===== src/rtl/cirno9_mem_arb_pkg.sv =====
// Shared types and constants for the cirno9 memory arbiter.
package cirno9_mem_arb_pkg;

  // Controller states.
  typedef enum logic [2:0] {
    ST_IDLE     = 3'd0,
    ST_SRAM_ACC = 3'd1,
    ST_SRAM_RSP = 3'd2,
    ST_AXI_WAIT = 3'd3,
    ST_ERR_RSP  = 3'd4
  } state_t;

  // Arbitration policy selectors.
  localparam int ARB_RR    = 0;
  localparam int ARB_FIXED = 1;

  // Width of a requester index; a single requester still needs one bit.
  function automatic int idx_width(input int n);
    return (n > 1) ? $clog2(n) : 1;
  endfunction

endpackage


===== src/rtl/cirno9_mem_arb_if.sv =====
// Requester, SRAM and AXI-adapter bus bundle for the cirno9 arbiter.
// slave  = arbiter view, master = environment (requesters + downstream) view.
interface cirno9_mem_arb_if #(
  parameter int NREQ = 3,
  parameter int AW   = 32,
  parameter int DW   = 32
);
  // requester side
  logic [NREQ-1:0]        req_val;
  logic [NREQ*AW-1:0]     req_adr;
  logic [NREQ*DW-1:0]     req_wdat;
  logic [NREQ*DW/8-1:0]   req_wen;
  logic [NREQ-1:0]        req_ren;
  logic [NREQ-1:0]        req_rdy;
  logic [DW-1:0]          rsp_rdat;
  logic                   rsp_err;
  // SRAM side
  logic                   sram_val;
  logic                   sram_ren;
  logic [DW/8-1:0]        sram_wen;
  logic [AW-1:0]          sram_adr;
  logic [DW-1:0]          sram_wdat;
  logic [DW-1:0]          sram_rdat;
  // AXI master adapter side
  logic                   axm_val;
  logic [DW/8-1:0]        axm_wen;
  logic [AW-1:0]          axm_adr;
  logic [DW-1:0]          axm_wdat;
  logic                   axm_rdy;
  logic [DW-1:0]          axm_rdat;

  modport slave (
    input  req_val, req_adr, req_wdat, req_wen, req_ren, sram_rdat, axm_rdy, axm_rdat,
    output req_rdy, rsp_rdat, rsp_err,
    output sram_val, sram_ren, sram_wen, sram_adr, sram_wdat,
    output axm_val, axm_wen, axm_adr, axm_wdat
  );

  modport master (
    output req_val, req_adr, req_wdat, req_wen, req_ren, sram_rdat, axm_rdy, axm_rdat,
    input  req_rdy, rsp_rdat, rsp_err,
    input  sram_val, sram_ren, sram_wen, sram_adr, sram_wdat,
    input  axm_val, axm_wen, axm_adr, axm_wdat
  );
endinterface


===== src/rtl/cirno9_mem_arb_rr_arb.sv =====
// Requester arbiter: round-robin after a pointer, or fixed lowest-index priority.
// Purely combinational; the caller owns the pointer register.
module cirno9_rr_arb
  import cirno9_mem_arb_pkg::*;
#(
  parameter int NREQ = 3,
  localparam int IW  = idx_width(NREQ)
) (
  input  logic [NREQ-1:0] req,
  input  logic [IW-1:0]   ptr,
  input  logic            fixed_mode,
  output logic [NREQ-1:0] gnt,
  output logic [IW-1:0]   gnt_idx,
  output logic            gnt_val
);

  logic [IW-1:0] cand_s;

  // Pick the winner; loops walk from worst to best so the last hit is the winner.
  always_comb begin
    gnt_idx = '0;
    gnt_val = 1'b0;
    cand_s  = '0;
    if (fixed_mode) begin
      for (int i = NREQ - 1; i >= 0; i--) begin
        gnt_idx = req[i] ? IW'(i) : gnt_idx;
        gnt_val = gnt_val | req[i];
      end
    end else begin
      for (int off = NREQ; off >= 1; off--) begin
        cand_s  = IW'((int'(ptr) + off) % NREQ);
        gnt_idx = req[cand_s] ? cand_s : gnt_idx;
        gnt_val = gnt_val | req[cand_s];
      end
    end
    gnt = gnt_val ? (NREQ'(1'b1) << gnt_idx) : '0;
  end

endmodule


===== src/rtl/cirno9_mem_arb.sv =====
// cirno9 memory arbiter: grants one of NREQ requesters, decodes the address to
// SRAM, AXI adapter or error, runs the access and pulses a single completion.
module cirno9_mem_arb
  import cirno9_mem_arb_pkg::*;
#(
  parameter int          NREQ      = 3,
  parameter int          AW        = 32,
  parameter int          DW        = 32,
  parameter int          ARB_MODE  = 0,
  parameter logic [31:0] SRAM_BASE = 32'h8000_0000,
  parameter logic [31:0] SRAM_MASK = 32'hFFFF_0000,
  parameter logic [31:0] AXI_BASE  = 32'h1000_0000,
  parameter logic [31:0] AXI_MASK  = 32'hF000_0000
) (
  input logic             clk,
  input logic             rst,
  cirno9_mem_arb_if.slave bus
);

  localparam int IW = idx_width(NREQ);
  localparam int BW = DW / 8;

  function automatic logic in_region(input logic [AW-1:0] a,
                                     input logic [AW-1:0] base,
                                     input logic [AW-1:0] mask);
    return (a & mask) == base;
  endfunction

  state_t          state_q, state_d;
  logic [IW-1:0]   ptr_q, ptr_d;
  logic [IW-1:0]   idx_q, idx_d;
  logic [AW-1:0]   adr_q, adr_d;
  logic [DW-1:0]   wdat_q, wdat_d;
  logic [BW-1:0]   wen_q, wen_d;
  logic            ren_q, ren_d;

  logic [NREQ-1:0] gnt_s;
  logic [IW-1:0]   gnt_idx_s;
  logic            gnt_val_s;
  logic [AW-1:0]   sel_adr_s;
  logic [DW-1:0]   sel_wdat_s;
  logic [BW-1:0]   sel_wen_s;
  logic            sel_ren_s;

  logic [NREQ-1:0] req_rdy_s;
  logic [DW-1:0]   rsp_rdat_s;
  logic            rsp_err_s;
  logic            sram_val_s, sram_ren_s;
  logic [BW-1:0]   sram_wen_s;
  logic [AW-1:0]   sram_adr_s;
  logic [DW-1:0]   sram_wdat_s;
  logic            axm_val_s;
  logic [BW-1:0]   axm_wen_s;
  logic [AW-1:0]   axm_adr_s;
  logic [DW-1:0]   axm_wdat_s;
  logic            is_write_s;

  cirno9_rr_arb #(.NREQ(NREQ)) u_arb (
    .req        (bus.req_val),
    .ptr        (ptr_q),
    .fixed_mode ((ARB_MODE == ARB_FIXED) ? 1'b1 : 1'b0),
    .gnt        (gnt_s),
    .gnt_idx    (gnt_idx_s),
    .gnt_val    (gnt_val_s)
  );

  // One-hot AND-OR mux of the winning requester's fields.
  always_comb begin
    sel_adr_s  = '0;
    sel_wdat_s = '0;
    sel_wen_s  = '0;
    sel_ren_s  = 1'b0;
    for (int i = 0; i < NREQ; i++) begin
      sel_adr_s  = sel_adr_s  | (gnt_s[i] ? bus.req_adr[i*AW +: AW]  : '0);
      sel_wdat_s = sel_wdat_s | (gnt_s[i] ? bus.req_wdat[i*DW +: DW] : '0);
      sel_wen_s  = sel_wen_s  | (gnt_s[i] ? bus.req_wen[i*BW +: BW]  : '0);
      sel_ren_s  = sel_ren_s  | (gnt_s[i] & bus.req_ren[i]);
    end
  end

  // Next state: latch and decode on grant, then walk the access sequence.
  always_comb begin
    state_d = state_q;
    ptr_d   = ptr_q;
    idx_d   = idx_q;
    adr_d   = adr_q;
    wdat_d  = wdat_q;
    wen_d   = wen_q;
    ren_d   = ren_q;
    case (state_q)
      ST_IDLE: begin
        if (gnt_val_s) begin
          idx_d  = gnt_idx_s;
          ptr_d  = gnt_idx_s;
          adr_d  = sel_adr_s;
          wdat_d = sel_wdat_s;
          wen_d  = sel_wen_s;
          ren_d  = sel_ren_s;
          // SRAM is checked first so it wins an overlapping decode.
          if (in_region(sel_adr_s, AW'(SRAM_BASE), AW'(SRAM_MASK))) begin
            state_d = ST_SRAM_ACC;
          end else if (in_region(sel_adr_s, AW'(AXI_BASE), AW'(AXI_MASK))) begin
            state_d = ST_AXI_WAIT;
          end else begin
            state_d = ST_ERR_RSP;
          end
        end else begin
          state_d = ST_IDLE;
        end
      end
      ST_SRAM_ACC: state_d = ST_SRAM_RSP;
      ST_SRAM_RSP: state_d = ST_IDLE;
      ST_AXI_WAIT: begin
        if (bus.axm_rdy) begin
          state_d = ST_IDLE;
        end else begin
          state_d = ST_AXI_WAIT;
        end
      end
      ST_ERR_RSP:  state_d = ST_IDLE;
      default:     state_d = ST_IDLE;
    endcase
  end

  // Bus outputs decoded from the state and latched fields; idle buses read zero.
  always_comb begin
    is_write_s  = |wen_q;
    req_rdy_s   = '0;
    rsp_rdat_s  = '0;
    rsp_err_s   = 1'b0;
    sram_val_s  = 1'b0;
    sram_ren_s  = 1'b0;
    sram_wen_s  = '0;
    sram_adr_s  = '0;
    sram_wdat_s = '0;
    axm_val_s   = 1'b0;
    axm_wen_s   = '0;
    axm_adr_s   = '0;
    axm_wdat_s  = '0;
    case (state_q)
      ST_SRAM_ACC: begin
        sram_val_s  = 1'b1;
        sram_ren_s  = ren_q;
        sram_wen_s  = wen_q;
        sram_adr_s  = adr_q;
        sram_wdat_s = wdat_q;
      end
      ST_SRAM_RSP: begin
        req_rdy_s  = NREQ'(1'b1) << idx_q;
        rsp_rdat_s = is_write_s ? '0 : bus.sram_rdat;
      end
      ST_AXI_WAIT: begin
        axm_val_s  = 1'b1;
        axm_wen_s  = wen_q;
        axm_adr_s  = adr_q;
        axm_wdat_s = wdat_q;
        if (bus.axm_rdy) begin
          req_rdy_s  = NREQ'(1'b1) << idx_q;
          rsp_rdat_s = is_write_s ? '0 : bus.axm_rdat;
        end else begin
          req_rdy_s  = '0;
          rsp_rdat_s = '0;
        end
      end
      ST_ERR_RSP: begin
        req_rdy_s = NREQ'(1'b1) << idx_q;
        rsp_err_s = 1'b1;
      end
      default: begin
        req_rdy_s = '0;
      end
    endcase
  end

  assign bus.req_rdy   = req_rdy_s;
  assign bus.rsp_rdat  = rsp_rdat_s;
  assign bus.rsp_err   = rsp_err_s;
  assign bus.sram_val  = sram_val_s;
  assign bus.sram_ren  = sram_ren_s;
  assign bus.sram_wen  = sram_wen_s;
  assign bus.sram_adr  = sram_adr_s;
  assign bus.sram_wdat = sram_wdat_s;
  assign bus.axm_val   = axm_val_s;
  assign bus.axm_wen   = axm_wen_s;
  assign bus.axm_adr   = axm_adr_s;
  assign bus.axm_wdat  = axm_wdat_s;

  // State, pointer and latched request registers; reset abandons any transfer.
  always_ff @(posedge clk) begin
    if (rst) begin
      state_q <= ST_IDLE;
      ptr_q   <= IW'(NREQ - 1);
      idx_q   <= '0;
      adr_q   <= '0;
      wdat_q  <= '0;
      wen_q   <= '0;
      ren_q   <= 1'b0;
    end else begin
      state_q <= state_d;
      ptr_q   <= ptr_d;
      idx_q   <= idx_d;
      adr_q   <= adr_d;
      wdat_q  <= wdat_d;
      wen_q   <= wen_d;
      ren_q   <= ren_d;
    end
  end

endmodule


===== src/flat_wrapper.sv =====
// flat-port wrapper written by rule: the top's interface ports become plain ports
module cirno9_mem_arb_flat import cirno9_mem_arb_pkg::*;
#(
  parameter int          NREQ      = 3,
  parameter int          AW        = 32,
  parameter int          DW        = 32,
  parameter int          ARB_MODE  = 0,
  parameter logic [31:0] SRAM_BASE = 32'h8000_0000,
  parameter logic [31:0] SRAM_MASK = 32'hFFFF_0000,
  parameter logic [31:0] AXI_BASE  = 32'h1000_0000,
  parameter logic [31:0] AXI_MASK  = 32'hF000_0000
)
  (clk, rst, bus_req_val, bus_req_adr, bus_req_wdat, bus_req_wen, bus_req_ren, bus_sram_rdat, bus_axm_rdy, bus_axm_rdat, bus_req_rdy, bus_rsp_rdat, bus_rsp_err, bus_sram_val, bus_sram_ren, bus_sram_wen, bus_sram_adr, bus_sram_wdat, bus_axm_val, bus_axm_wen, bus_axm_adr, bus_axm_wdat);
  cirno9_mem_arb_if #(.NREQ(NREQ), .AW(AW), .DW(DW)) bus_i ();
  input logic clk;
  input logic rst;
  input wire logic [$bits(bus_i.req_val)-1:0] bus_req_val;
  input wire logic [$bits(bus_i.req_adr)-1:0] bus_req_adr;
  input wire logic [$bits(bus_i.req_wdat)-1:0] bus_req_wdat;
  input wire logic [$bits(bus_i.req_wen)-1:0] bus_req_wen;
  input wire logic [$bits(bus_i.req_ren)-1:0] bus_req_ren;
  input wire logic [$bits(bus_i.sram_rdat)-1:0] bus_sram_rdat;
  input wire logic [$bits(bus_i.axm_rdy)-1:0] bus_axm_rdy;
  input wire logic [$bits(bus_i.axm_rdat)-1:0] bus_axm_rdat;
  output wire logic [$bits(bus_i.req_rdy)-1:0] bus_req_rdy;
  output wire logic [$bits(bus_i.rsp_rdat)-1:0] bus_rsp_rdat;
  output wire logic [$bits(bus_i.rsp_err)-1:0] bus_rsp_err;
  output wire logic [$bits(bus_i.sram_val)-1:0] bus_sram_val;
  output wire logic [$bits(bus_i.sram_ren)-1:0] bus_sram_ren;
  output wire logic [$bits(bus_i.sram_wen)-1:0] bus_sram_wen;
  output wire logic [$bits(bus_i.sram_adr)-1:0] bus_sram_adr;
  output wire logic [$bits(bus_i.sram_wdat)-1:0] bus_sram_wdat;
  output wire logic [$bits(bus_i.axm_val)-1:0] bus_axm_val;
  output wire logic [$bits(bus_i.axm_wen)-1:0] bus_axm_wen;
  output wire logic [$bits(bus_i.axm_adr)-1:0] bus_axm_adr;
  output wire logic [$bits(bus_i.axm_wdat)-1:0] bus_axm_wdat;
  assign bus_i.req_val = bus_req_val;
  assign bus_i.req_adr = bus_req_adr;
  assign bus_i.req_wdat = bus_req_wdat;
  assign bus_i.req_wen = bus_req_wen;
  assign bus_i.req_ren = bus_req_ren;
  assign bus_i.sram_rdat = bus_sram_rdat;
  assign bus_i.axm_rdy = bus_axm_rdy;
  assign bus_i.axm_rdat = bus_axm_rdat;
  assign bus_req_rdy = bus_i.req_rdy;
  assign bus_rsp_rdat = bus_i.rsp_rdat;
  assign bus_rsp_err = bus_i.rsp_err;
  assign bus_sram_val = bus_i.sram_val;
  assign bus_sram_ren = bus_i.sram_ren;
  assign bus_sram_wen = bus_i.sram_wen;
  assign bus_sram_adr = bus_i.sram_adr;
  assign bus_sram_wdat = bus_i.sram_wdat;
  assign bus_axm_val = bus_i.axm_val;
  assign bus_axm_wen = bus_i.axm_wen;
  assign bus_axm_adr = bus_i.axm_adr;
  assign bus_axm_wdat = bus_i.axm_wdat;
  cirno9_mem_arb #(.NREQ(NREQ), .AW(AW), .DW(DW), .ARB_MODE(ARB_MODE), .SRAM_BASE(SRAM_BASE), .SRAM_MASK(SRAM_MASK), .AXI_BASE(AXI_BASE), .AXI_MASK(AXI_MASK)) u_core (.clk(clk), .rst(rst), .bus(bus_i));
endmodule

===== config.mk =====
export PLATFORM = sky130hd
export DESIGN_NAME = cirno9_mem_arb_flat
export DESIGN_NICKNAME = d
export VERILOG_FILES = /design/src/rtl/cirno9_mem_arb_pkg.sv /design/src/rtl/cirno9_mem_arb_if.sv /design/src/rtl/cirno9_mem_arb_rr_arb.sv /design/src/rtl/cirno9_mem_arb.sv /design/src/flat_wrapper.sv
export SDC_FILE = /design/constraint.sdc
export NUM_CORES = 1
export LEC_CHECK = 0
export BUFFER_PORTS_ARGS = -buffer_cell sky130_fd_sc_hd__buf_2
export CAP_MARGIN = 20
export CORE_AREA = 2 2 174 176
export DETAILED_ROUTE_END_ITERATION = 8
export DIE_AREA = 0 0 176 178
export GPL_ROUTABILITY_DRIVEN = 0
export GPL_TIMING_DRIVEN = 0
export SYNTH_ARGS = -nofsm -noshare
export SYNTH_HDL_FRONTEND = slang
export SYNTH_HIERARCHICAL = 1
export SYNTH_SLANG_ARGS = --single-unit

===== constraint.sdc =====
create_clock -name clk -period 2.99 [get_ports clk]
set_input_delay 0.598 -clock clk [delete_from_list [all_inputs] [get_ports clk]]
set_output_delay 0.598 -clock clk [all_outputs]
set_load 0.01 [all_outputs]

=== Word level (Yosys, flattened, before mapping) ===
Cells that the tools add are included.

* Add/subtract/negate cells: 3
* Div/mod/pow operators: 3
* Magnitude comparators: 3
* Equal/unequal tests: 6
* Shift-type cells: 2
* Multiplexer cells: 40
* Bitwise operators: 13
* Reductions and logical operators: 4

{| class="wikitable"
|+ Operators with widths
! operator !! number
|-
| 32-bit two-way mux || 13
|-
| 32-bit bitwise OR || 4
|-
| 32-bit by 3-bit remainder unit with 32-bit output, second input constant || 3
|-
| 32-bit one-hot mux with 2 select lines || 1
|-
| 4-bit two-way mux || 5
|-
| 16-bit == test, second input constant || 1
|-
| 3-bit two-way mux || 5
|-
| 2-bit by 3-bit < comparator with 1-bit output, second input constant || 3
|-
| 3-bit one-hot mux with 3 select lines || 1
|-
| 2-bit two-way mux || 4
|-
| 4-bit bitwise OR || 2
|-
| 1-bit two-way mux || 7
|-
| 2-bit by 2-bit adder with 3-bit output, second input constant || 2
|-
| 1-bit binary-select mux with 2-bit select || 3
|-
| 3-bit by 2-bit == test with 1-bit output, second input constant || 2
|-
| 3-bit one-hot mux with 2 select lines || 1
|-
| 1-bit by 2-bit << shifter with 3-bit output, first input constant || 2
|-
| 4-bit by 1-bit == test with 1-bit output, second input constant || 1
|-
| 1-bit bitwise OR || 4
|-
| 4-bit OR reduction || 1
|-
| 2-bit by 1-bit adder with 3-bit output, second input constant || 1
|-
| 1-bit AND || 3
|-
| 3-bit by 1-bit == test with 1-bit output, second input constant || 1
|-
| 3-bit == test, second input constant || 1
|-
| 3 further kinds || 3
|}

* Bits in registers: 76
* Bits of input ports: 277
* Output and inout bits: 175

=== Logic depth before layout (Yosys ltp) ===
* Depth in word-level cells: 17
* Mapped depth: 13
* Gate-level depth less buffers: 11

=== Modules after synthesis ===
Netlist, hierarchy kept.

{| class="wikitable"
|+ Modules (own cells, without submodules)
! module !! instances !! cells an instance !! area each (sq um)
|-
| cirno9_mem_arb || 1 || 598 || 4754.6
|-
| cirno9_rr_arb || 1 || 39 || 276.5
|}

=== Worst setup path after synthesis ===
Ideal clock, no wire load.

* Path kind: register to register
* From: reg u_core.ptr_q[0]
* To: reg u_core.state_q[0]
* Data arrival time: 2.769 ns
* Data required time: 2.932 ns
* Path slack: 0.163 ns
* Stages on the path, launching flop included: 13
* Path buffers: 2
* Clock period less this slack: 2.827 ns
* Cell sequence: dfxtp_1 > inv_1 > ha_1 > buf_4 > mux2i_1 > o22ai_1 > nor3_1 > o41ai_2 > clkbuf_1 > a222oi_1 > nand4_1 > nor4_1 > a21o_1

* Cells in the longest elaborated chain, start to end: 17
* Elaborated cells between the ends (all ways): 30
* Classes of those cells: add/sub: 3; div: 3; eq/ne: 2; shift: 1; mux: 17; bitwise: 4

{| class="wikitable"
|+ RTL lines
! element !! line !! text
|-
| start: declaration || cirno9_mem_arb.sv:30 || <nowiki>logic [IW-1:0] ptr_q, ptr_d;</nowiki>
|-
| start signal: assignment || cirno9_mem_arb.sv:192 || <nowiki>ptr_q <= IW'(NREQ - 1);</nowiki>
|-
| start signal: assignment || cirno9_mem_arb.sv:200 || <nowiki>ptr_q <= ptr_d;</nowiki>
|-
| 2-bit by 2-bit adder with 3-bit output || cirno9_mem_arb_rr_arb.sv:31 || <nowiki>cand_s = IW'((int'(ptr) + off) % NREQ);</nowiki>
|-
| 32-bit by 3-bit remainder unit with 32-bit output || cirno9_mem_arb_rr_arb.sv:31 ||
|-
| 1-bit binary-select mux with 2-bit select || cirno9_mem_arb_rr_arb.sv:32, cirno9_mem_arb_rr_arb.sv:33 ||
|-
| 1-bit two-way mux (implied by the code) || cirno9_mem_arb_rr_arb.sv:32, cirno9_mem_arb_rr_arb.sv:33 ||
|-
| 2-bit two-way mux (3 in series) || cirno9_mem_arb_rr_arb.sv:32 || <nowiki>gnt_idx = req[cand_s] ? cand_s : gnt_idx;</nowiki>
|-
| 1-bit by 2-bit << shifter with 3-bit output || cirno9_mem_arb_rr_arb.sv:36 || <nowiki>gnt = gnt_val ? (NREQ'(1'b1) << gnt_idx) : '0;</nowiki>
|-
| 3-bit two-way mux (*) || cirno9_mem_arb_rr_arb.sv:36 ||
|-
| net u_core.gnt_s[0] || cirno9_mem_arb.sv:37 || <nowiki>logic [NREQ-1:0] gnt_s;</nowiki>
|-
| 32-bit two-way mux (*) || cirno9_mem_arb.sv:74 || <nowiki>sel_adr_s = sel_adr_s | (gnt_s[i] ? bus.req_adr[i*AW +: AW] : '0);</nowiki>
|-
| 32-bit bitwise OR (*) (2 in series) || cirno9_mem_arb.sv:74 ||
|-
| 4-bit by 1-bit == test with 1-bit output || cirno9_mem_arb.sv:26 || <nowiki>return (a & mask) == base;</nowiki>
|-
| 3-bit two-way mux || cirno9_mem_arb.sv:102 || <nowiki>end else if (in_region(sel_adr_s, AW'(AXI_BASE), AW'(AXI_MASK))) begin</nowiki>
|-
| 3-bit two-way mux (*) || cirno9_mem_arb.sv:100 || <nowiki>if (in_region(sel_adr_s, AW'(SRAM_BASE), AW'(SRAM_MASK))) begin</nowiki>
|-
| 3-bit two-way mux (*) || cirno9_mem_arb.sv:92 || <nowiki>if (gnt_val_s) begin</nowiki>
|-
| 3-bit one-hot mux with 3 select lines (*) || cirno9_mem_arb.sv:90 || <nowiki>case (state_q)</nowiki>
|-
| end signal: assignment || cirno9_mem_arb.sv:199 || <nowiki>state_q <= state_d;</nowiki>
|-
| end: declaration || cirno9_mem_arb.sv:29 || <nowiki>state_t state_q, state_d;</nowiki>
|}

The timed path passes the listed nets; every way through them passes the cells marked *. The select of a mux whose other input is x is not followed.
A chain may end at the register's enable or synchronous reset.

=== Worst setup path in the final report ===
Same ends and word-level chain as after synthesis.

==> impl_results.md <==
- CTS tree: built
- Syn Inst Count: 637
- DR DRC count: 9
- Mapped cell area: 0.00503 sq mm
- Starting Density: 17.1%
- Share of the synthesized area in the top cell type: 29.8%
- Syn avg cell area: 7.90 sq um
- YS warnings: 6
- Synthesized-area fraction occupied by adder cells: 0.746%
- First-pass GRT wire length: 42500 um
- Met3 usage in global routing: 3.56%
- Overflow after GRT: 0
- Die width: 176 um
- Clock H-tree levels: 3
- Simple-gate share of the synthesized area: 29.4%
- Asr flop ratio synth: 0%
- CP max stage delay: 0.57 ns
- Setup CP Type: register to register
- Hold Path Class: register to register
- Post-route design area: 0.00894 sq mm
- DR iter-0 viols: 585
- Critical path fanouts, max: 6
- Final net count: 1422
- Max Slew Vio Count: 0
- Max Clk Rate: 0.309 GHz
- Post-layout util: 30.4%
- Cells along the critical path: inv_4, ha_4, inv_6, o211a_4, a31oi_4, o32ai_4, o41ai_4, a222oi_1, buf_4, nand4b_1, nor4_4, buf_4, a21o_1
- Synth cell types: 42
- GRT Max-Usage Layer: met2
- LEAKAGE: 4.46 nW
- TritonRoute pass-1 iters: 9
- Grt met2 use: 32.3%
- Number of vias per cell: 4.82
- Vias in the first global route: 7071
- Prevailing post-synth register cell: dfxtp_1
- Clk buf depth: 2
- Tot GR Track Use: 18.4%
- Synth area leaders: dfxtp_1 30%, and2_1 17%, a222oi_1 14%, a211oi_1 10%, nor2_1 7.8%
- Fin crit share: 108%
- Port Buf Inserts: 451
- Syn-to-layout area delta: 77.6%
- Synth area leader: dfxtp_1
- CTS Buf Count: 9
- Crit path arrival time: 3.52 ns
- Post-synth EDFFs: 0
- Post-DP HPWL: 24700 um
- Root Driver: clkbuf_16
- Synth Area in Compound Gates: 32.3%
- Crit-path slowest cell: o41ai_4
- Chip Height: 178 um
- XOR/XNOR share of the synthesized area: 0.174%
- Crit path max-delay family: compound AO/OA/AOI/OAI gates
- Status: finished, violations left
- Final min period: 3.24 ns
- Failing checks: DRC, setup timing
- Critical path buffers and inverters: 4
- Reg clk slew, reported paths: 0.06 ns
- Setup Skew: 0.00724 ns
- Final Total Pwr: 6.10 mW
- Max transition margin: 32.6%
- Routed WL: 31400 um
- Setup violators final: 48
- Detailed-route via count: 7411
- Site Rows: 63
- Largest family of logic cells by synthesized area: compound AO/OA/AOI/OAI gates
- Post-DP Area: 0.00783 sq mm
- CP most frequent cell: buf_4
- CTS sink cnt: 75
- Multiplexer share of the synthesized area: 0.597%
- Largest net degree at the start of global routing: 20
- Wire per inst: 20.4 um
- DIE AREA: 0.0313 sq mm
- Setup ws final: -0.249 ns
- Crit path required time: 3.27 ns
- Critical Path End Type: register
- Unrepaired setup endpoints after global routing: yes
- Clock Latency Late Sink: 0.34 ns
- P per Cell Area: 683 mW/mm^2
- Register area share after synthesis: 29.8%
- Fillers: 3137
- Area of the core: 0.0294 sq mm
- ANT nets after route: 0
- VDD IR max: 0.240 mV
- Worst setup SP type: register
- Final Hold Viols: 0
- Layout cells sized above 1: 50.7%
- Slew @ Worst Pin: 1.01 ns
- #FFs+latches synth: 75
- Max-cap viol count: 0
- Initial antenna violation count: 2
- Met1 Use GR: 21.3%
- IO Count: 452
## final cells by class
type                    count  area, sq um  share of cell area (%)
clock inverters             5         85.1                   0.952
plain buffers              66          404                    4.52
well taps                 390          488                    5.46
inverters                   7         33.8                   0.378
repair buffers            496         2740                    30.7
flip-flops and latches     75         1510                    16.9
diodes                      1         2.50                  0.0280
multi-input cells         487         3430                    38.3
clock buffers              10          239                    2.67
## worst paths after layout
check                                                  start                            to  slack (ns)  cells after the start
worst min register to register  u_core/idx_q[1]$_SDFFE_PP0P_  u_core/idx_q[1]$_SDFFE_PP0P_        0.49                      2
worst max register to register  u_core/ptr_q[0]$_SDFFE_PP0P_  u_core/state_q[0]$_SDFF_PP0_       -0.25                     13
worst min-delay path            u_core/idx_q[1]$_SDFFE_PP0P_  u_core/idx_q[1]$_SDFFE_PP0P_        0.49                      2
worst max-delay path            u_core/ptr_q[0]$_SDFFE_PP0P_  u_core/state_q[0]$_SDFF_PP0_       -0.25                     13
## per-layer routing
| layer | vias to the layer above | part of all wire (%) |
|---|---|---|
| met2 | 460 | 48 |
| met1 | 3469 | 40 |
| met4 | 2 | 4.8 |
| met3 | 73 | 7.6 |
| li1 | 3407 | - |
| met5 | - | 0.041 |
## cell usage in the layout (no fill, tap or decap), drive strengths merged, types with 2 or more instances in the layout
cell type  instances
a211oi            69
a21o               3
a21oi              7
a222oi            69
a22oi             32
a31oi              2
and2             138
and3               2
buf              504
bufinv             2
clkbuf            68
conb               8
dfxtp             75
ha                 3
inv                9
mux2i              3
nand2             10
nand4              4
nand4b             2
nor2             105
nor3               2
nor3b              5
o21a               2
o21ai              5
o22ai              2
## cells by family (layout without fill, tap and decap cells)
group,after synthesis,after routing
AOI/OAI and AO/OA,196,196
muxes,3,3
DFF,75,75
xor gates and xnor gates,1,1
and+or+nand+nor,276,276
adders and majority gates,3,3
buffers and inverters,82,584
other,1,9
## tightest hold or removal path, cell delays in order (launching register included)
cell and delay [ns]:
dfxtp_1 0.33, nand2_1 0.06, a21oi_1 0.05
## metrics by stage
step / TNS [ns] / hold slack [ns] / instances / worst slack (ns)
6_report: -6.24 / 0.491 / 1537 / -0.249
5_1_grt: -10.37 / 0.513 / 1537 / -0.353
4_1_cts: -0.988 / 0.492 / 1520 / -0.283
3_5_place_dp: -83.97 / 0.483 / 1487 / -1.69
3_3_place_gp: -134.46 / 0.476 / 1485 / -1.62
2_1_floorplan: 0 / 0.459 / 644 / 0.163
## where the power goes
part	internal (mW)	total [mW]	switching [mW]
clock network	0.757	1.23	0.478
logic	1.41	3.15	1.75
registers	1.39	1.72	0.330
total	3.55	6.10	2.56
## Yosys cell counts (2+ instances only)
cell type / n
a211oi_1: 69
a21o_1: 3
a21oi_1: 7
a222oi_1: 69
a22oi_1: 32
a31oi_1: 2
and2_1: 138
and3_1: 2
buf_2: 7
buf_6: 2
clkbuf_1: 64
dfxtp_1: 75
ha_1: 3
inv_1: 6
mux2i_1: 3
nand2_1: 10
nand4_1: 4
nand4b_1: 2
nor2_1: 105
nor3_1: 2
nor3b_1: 5
o21a_1: 2
o21ai_0: 5
o22ai_1: 2
## registers in the layout, indices dropped and copies added, names as in the netlist
| name | flops |
|---|---|
| u_core/ptr_q | 2 |
| u_core/ren_q | 1 |
| u_core/wen_q | 4 |
| u_core/idx_q | 1 |
| u_core/state_q | 3 |
| u_core/adr_q | 32 |
| u_core/wdat_q | 32 |
## repair_timing
item / 4_1_cts / 5_1_grt
pin swaps: 31 / 50
cloned: 1 / 4
endpoints found under the setup margin: 195 / 108
gates resized for setup: 83 / 54
setup buffers: 22 / 17
hold buffers: 0 / 0
Power figures use the tool's default switching activity.
